===== config.mk =====
export PLATFORM = sky130hd
export DESIGN_NAME = rect_fill_engine
export DESIGN_NICKNAME = d
export VERILOG_FILES = /design/src/rtl/vga_pkg.sv /design/src/rtl/rect_fill_engine.sv
export SDC_FILE = /design/constraint.sdc
export NUM_CORES = 1
export LEC_CHECK = 0
export ABC_AREA = 1
export BUFFER_PORTS_ARGS = -buffer_cell sky130_fd_sc_hd__buf_2
export CORE_MARGIN = 2
export CORE_UTILIZATION = 50
export DETAILED_ROUTE_END_ITERATION = 6
export GPL_TIMING_DRIVEN = 0
export PLACE_DENSITY = 0.71
export SLEW_MARGIN = 20
export SYNTH_ARGS = -nofsm -noshare
export SYNTH_HDL_FRONTEND = slang
export SYNTH_SLANG_ARGS = --single-unit

===== constraint.sdc =====
create_clock -name CLOCK_50 -period 5.5 [get_ports CLOCK_50]
set_input_delay 0.55 -clock CLOCK_50 [delete_from_list [all_inputs] [get_ports CLOCK_50]]
set_output_delay 0.55 -clock CLOCK_50 [all_outputs]
set_load 0.01 [all_outputs]

===== src/rtl/vga_pkg.sv =====
// Shared constants and FSM state type for the rectangle fill engine.
// Sized for the 160x120, 3-bit colour VGA adapter.
package vga_pkg;

    localparam int XRES    = 160;
    localparam int YRES    = 120;
    localparam int XW      = 8;
    localparam int YW      = 7;
    localparam int COLOR_W = 3;

    // Screen limits widened by one bit so clip sums never wrap.
    localparam logic [XW:0] XLIM = (XW+1)'(XRES);
    localparam logic [YW:0] YLIM = (YW+1)'(YRES);

    typedef enum logic [1:0] {
        IDLE = 2'd0,
        FILL = 2'd1,
        DONE = 2'd2
    } state_t;

endpackage


===== src/rtl/rect_fill_engine.sv =====
// Command-driven rectangle plotter: one clipped pixel write per cycle.
// Build option: RECT_OUTLINE_EN adds cmd_outline (perimeter-only plotting).
//
// Ports:
//   CLOCK_50, reset          clock, async active-high reset
//   cmd_valid / cmd_ready    command handshake (ready while IDLE)
//   cmd_x/y/w/h/colour       rectangle; cmd_outline with RECT_OUTLINE_EN
//   vga_stall                hold the scan, emit no pixel
//   vga_x/y/colour/plot      registered pixel write to the VGA adapter
//   busy, done               command in flight, completion pulse
module rect_fill_engine
    import vga_pkg::*;
(
    input  logic               CLOCK_50,
    input  logic               reset,
    input  logic               cmd_valid,
    output logic               cmd_ready,
    input  logic [XW-1:0]      cmd_x,
    input  logic [YW-1:0]      cmd_y,
    input  logic [XW-1:0]      cmd_w,
    input  logic [YW-1:0]      cmd_h,
    input  logic [COLOR_W-1:0] cmd_colour,
`ifdef RECT_OUTLINE_EN
    input  logic               cmd_outline,
`endif
    input  logic               vga_stall,
    output logic [XW-1:0]      vga_x,
    output logic [YW-1:0]      vga_y,
    output logic [COLOR_W-1:0] vga_colour,
    output logic               vga_plot,
    output logic               busy,
    output logic               done
);

    localparam logic [XW:0] X1 = (XW+1)'(1);
    localparam logic [YW:0] Y1 = (YW+1)'(1);

    state_t               state_q, state_d;
    logic [XW-1:0]        x0_q, x0_d, cx_q, cx_d;
    logic [YW-1:0]        y0_q, y0_d, cy_q, cy_d;
    logic [XW:0]          xend_q, xend_d;
    logic [YW:0]          yend_q, yend_d;
    logic [COLOR_W-1:0]   col_q, col_d;
    logic                 last_q, last_d;
    logic [XW-1:0]        vx_q, vx_d;
    logic [YW-1:0]        vy_q, vy_d;
    logic [COLOR_W-1:0]   vc_q, vc_d;
    logic                 vp_q, vp_d;

    logic [XW:0]          x_sum;
    logic [YW:0]          y_sum;
    logic                 empty;
    logic                 x_last, y_last;
    logic                 pix_on;

    assign x_sum = {1'b0, cmd_x} + {1'b0, cmd_w};
    assign y_sum = {1'b0, cmd_y} + {1'b0, cmd_h};

    assign empty = (cmd_w == '0) || (cmd_h == '0)
                || ({1'b0, cmd_x} >= XLIM)
                || ({1'b0, cmd_y} >= YLIM);

    assign x_last = ({1'b0, cx_q} == xend_q - X1);
    assign y_last = ({1'b0, cy_q} == yend_q - Y1);

`ifdef RECT_OUTLINE_EN
    logic outl_q, outl_d;

    // Scan timing is identical in outline mode; only the strobe is masked.
    assign pix_on = !outl_q || x_last || y_last
                 || (cx_q == x0_q) || (cy_q == y0_q);
`else
    assign pix_on = 1'b1;
`endif

    assign cmd_ready  = (state_q == IDLE);
    assign busy       = (state_q != IDLE);
    assign done       = (state_q == DONE);
    assign vga_x      = vx_q;
    assign vga_y      = vy_q;
    assign vga_colour = vc_q;
    assign vga_plot   = vp_q;

    always_comb begin
        state_d = state_q;
        x0_d    = x0_q;
        y0_d    = y0_q;
        cx_d    = cx_q;
        cy_d    = cy_q;
        xend_d  = xend_q;
        yend_d  = yend_q;
        col_d   = col_q;
        last_d  = last_q;
        vx_d    = vx_q;
        vy_d    = vy_q;
        vc_d    = vc_q;
        vp_d    = 1'b0;
`ifdef RECT_OUTLINE_EN
        outl_d  = outl_q;
`endif
        unique case (state_q)
            IDLE: begin
                if (cmd_valid) begin
                    x0_d   = cmd_x;
                    y0_d   = cmd_y;
                    cx_d   = cmd_x;
                    cy_d   = cmd_y;
                    col_d  = cmd_colour;
                    last_d = 1'b0;
                    xend_d = (x_sum > XLIM) ? XLIM : x_sum;
                    yend_d = (y_sum > YLIM) ? YLIM : y_sum;
`ifdef RECT_OUTLINE_EN
                    outl_d = cmd_outline;
`endif
                    state_d = empty ? DONE : FILL;
                end
            end
            FILL: begin
                // One extra cycle after the last pixel keeps
                // done from overlapping the final vga_plot.
                if (last_q) begin
                    state_d = DONE;
                end else if (!vga_stall) begin
                    vx_d = cx_q;
                    vy_d = cy_q;
                    vc_d = col_q;
                    vp_d = pix_on;
                    if (x_last) begin
                        cx_d = x0_q;
                        if (y_last) begin
                            last_d = 1'b1;
                        end else begin
                            cy_d = cy_q + YW'(1);
                        end
                    end else begin
                        cx_d = cx_q + XW'(1);
                    end
                end
            end
            DONE: begin
                state_d = IDLE;
            end
            default: begin
                state_d = IDLE;
            end
        endcase
    end

    always_ff @(posedge CLOCK_50 or posedge reset) begin
        if (reset) begin
            state_q <= IDLE;
            x0_q    <= '0;
            y0_q    <= '0;
            cx_q    <= '0;
            cy_q    <= '0;
            xend_q  <= '0;
            yend_q  <= '0;
            col_q   <= '0;
            last_q  <= 1'b0;
            vx_q    <= '0;
            vy_q    <= '0;
            vc_q    <= '0;
            vp_q    <= 1'b0;
`ifdef RECT_OUTLINE_EN
            outl_q  <= 1'b0;
`endif
        end else begin
            state_q <= state_d;
            x0_q    <= x0_d;
            y0_q    <= y0_d;
            cx_q    <= cx_d;
            cy_q    <= cy_d;
            xend_q  <= xend_d;
            yend_q  <= yend_d;
            col_q   <= col_d;
            last_q  <= last_d;
            vx_q    <= vx_d;
            vy_q    <= vy_d;
            vc_q    <= vc_d;
            vp_q    <= vp_d;
`ifdef RECT_OUTLINE_EN
            outl_q  <= outl_d;
`endif
        end
    end

endmodule


==> run_results.csv <==
group,metric,value,unit
outcome,status,"complete, no violations",
detailed_routing,viasPerCell,5.23,
detailed_routing,firstDrtPassIters,6,
detailed_routing,wl_met1,5220,um
die,core_region_area,0.00868,mm2
setup_path,critPathCaptureType,"flop",
detailed_routing,ant_nets,0,
timing,fin_skew,0.0160,ns
cts,max-clock-path-buffers,2,
worst_hold_path,min_path_type,"primary input to asynchronous set/reset pin",
global_routing,grt_max_degree,50,
setup_path,cp_max_fo,10,
synth,yosys-top-cells-count,"nand2_1 (184), inv_1 (69), dfrtp_1 (65)",
die,die_y,98.3,um
detailed_routing,first_iter_violations,277,
cts,numCtsBuffers,9,
power_and_ir_drop,p_per_area,556,mW/mm2
synth,dominantRegCellSynth,"dfrtp_1",
setup_path,arrival,2.40,ns
cells_and_area,syn_to_final_growth,15.4,%
synth,syn_inst,610,
die,ios,59,
timing,period_share,39.5,%
power_and_ir_drop,peakVddDrop,0.227,mV
synth,syn-cell-area,0.00444,mm2
cts,clock-sinks,65,
timing,fin_crit,2.17,ns
synth,synth_enable_flop_cells,0,
placed_design,place_congestion,0.851,
timing,clock.fmax,461,MHz
cells_and_area,layout-drive-gt1-share,16.5,%
detailed_routing,wl_per_cell,13.1,um
timing,final_max_slew_viol_count,0,
detailed_routing,met3_length,433,um
setup_path,crit_type,"flop to flop",
setup_path,critPathLaunchType,"flop",
cts,path_clk_slew,0.08,ns
synth,ys_ff_latch,65,
die,initial_core_util,51.2,%
cts,cts-root-buf,"clkbuf_8",
detailed_routing,drc_errors,0,
global_routing,grt_first_pass_wirelength,17900,um
global_routing,grt_usage,22.8,%
timing,fin_tns_setup,0,ns
cts,htreeDepth,3,
detailed_routing,wl_met2,4650,um
cts,cts_setup_buffers,0,
die,die-area,0.00965,mm2
synth,syn_avg_cell_area,7.28,um2
synth,synth_warnings,0,
global_routing,antenna_found_initial,0,
timing,relSlewSlack,61.6,%
setup_path,crit_required,5.73,ns
timing,rsz0062_at_grt,"no",
synth,post-synth-top-count-cell,"nand2_1",
synth,synth_top_cell_area_share,36.6,%
cts,post_cts_resized,0,
synth,ys_seq_area_share,36.6,%
timing,hold_viol,0,
synth,synth_fp_nets,668,
synth,async_flop_share,100,%
cells_and_area,layout.nets,738,
synth,synth.distinct_cells,39,
synth,yosysTopAreaCell,"dfrtp_1",
cts,hold_buffers,0,
timing,setup_viol,0,
placed_design,hpwlAfterDp,8230,um
global_routing,grt.overflow.total,0,
detailed_routing,totalWireLength,10400,um
die,die_x,98.3,um
detailed_routing,top_layer,"met4",
timing,tightest_slew,0.577,ns
cells_and_area,diodes,0,
global_routing,first_global_vias,3861,
synth,yosys-top-cells-area,"dfrtp_1 (37%), nand2_1 (16%), nand3_1 (6.5%)",
placed_design,port_buffers,58,
die,row_count,34,
cts,clk_latency,0.35,ns
power_and_ir_drop,power_leakage,0.00272,uW
cts,cts_tree,"done",
cells_and_area,fin_util,59.1,%
job,maxCapViolCount,0,
detailed_routing,vias,4151,
==> worst paths after layout <==
path | startpoint | endpoint | slack (ns) | depth (start not counted)
max | xend_q[0]$_DFFE_PP0P_ | cy_q[1]$_DFFE_PP0P_ | 3.33 | 14
min in group CLOCK_50 | cmd_colour[1] | col_q[1]$_DFFE_PP0P_ | 0.41 | 3
min | reset | cx_q[2]$_DFFE_PP0P_ | 0.14 | 2
max in group asynchronous | reset | yend_q[3]$_DFFE_PP0P_ | 4.84 | 3
min reg2reg | vga_colour[1]$_DFFE_PP0P_ | vga_colour[1]$_DFFE_PP0P_ | 0.47 | 2
max reg2reg | xend_q[0]$_DFFE_PP0P_ | cy_q[1]$_DFFE_PP0P_ | 3.33 | 14
==> area by class of cell <==
class | count | area, um2
Buffer | 12 | 48.8
Clock buffer | 10 | 138
Clock inverter | 6 | 90.1
Fill cell | 846 | 3550
Inverter | 79 | 300
Multi-Input combinational cell | 454 | 2470
Sequential cell | 65 | 1630
Tap cell | 108 | 135
Timing Repair Buffer | 59 | 318
==> critical path, stage by stage (launching register included) <==
cell,delay (ns)
dfrtp_1,0.42
inv_2,0.09
ha_1,0.28
inv_1,0.10
nand2_1,0.06
nand3_1,0.09
nand2_1,0.05
nor2_1,0.12
nand3_2,0.15
nor2_8,0.22
nand2_8,0.12
nand2_8,0.11
nand3_4,0.12
nand2_1,0.08
nand2_1,0.06
==> registers in the layout, summed over array words and instances (netlist names) <==
name        flops
last_q          1
cy_q            7
yend_q          8
x0_q            8
vga_colour      3
xend_q          9
state_q         2
col_q           3
vga_plot        1
vga_y           7
vga_x           8
cx_q            8
==> cells by family (layout without fill, tap and decap cells) <==
group,after synthesis,count (layout),share of synthesized area (%)
adders and majority gates,21,21,6.25
AOI/OAI and AO/OA,78,78,9.24
buffers and inverters,91,166,7.80
xor gates and xnor gates,23,23,5.15
and+or+nand+nor,332,332,34.9
DFF,65,65,36.6
==> per-stage QoR <==
stage / setup slack, ns / instances / hold slack (ns) / power [uW] / area, um2
final: 3.33 / 793 / 0.135 / 2850 / 5120
after global routing: 3.13 / 793 / 0.145 / 3120 / 5120
after CTS: 3.31 / 793 / 0.130 / 2860 / 5120
after detailed placement: 3.06 / 777 / 0.455 / 2390 / 4900
after global placement: 2.52 / 776 / 0.448 / 2350 / 4870
after floorplan: 3.32 / 610 / 0.449 / 2020 / 4440
==> placed cells by master, fill, tap and decap left out, types with 10 or more instances in the layout <==
cell type    n
clkbuf_8    10
a21oi_1     30
inv_1       68
nand4_1     16
buf_2       61
o21ai_0     25
nor2_1      37
nand3_1     58
nand2_1    184
xor2_1      14
ha_1        19
dfrtp_1     65
o21ai_1     14
==> metal layers <==
layer | vias up | GRT usage (%)
li1 | 2131 | -
met1 | 1906 | 33.2
met2 | 103 | 36.0
met3 | 11 | 2.72
met4 | 0 | 6.74
met5 | - | 0
==> power by group <==
part	leakage, uW	total (uW)	internal, uW	switching, uW
Combinational	0.00181	1520	557	960
Sequential	0.000802	874	692	182
Clock	0.000113	459	269	190
Power figures use the tool's default switching activity.
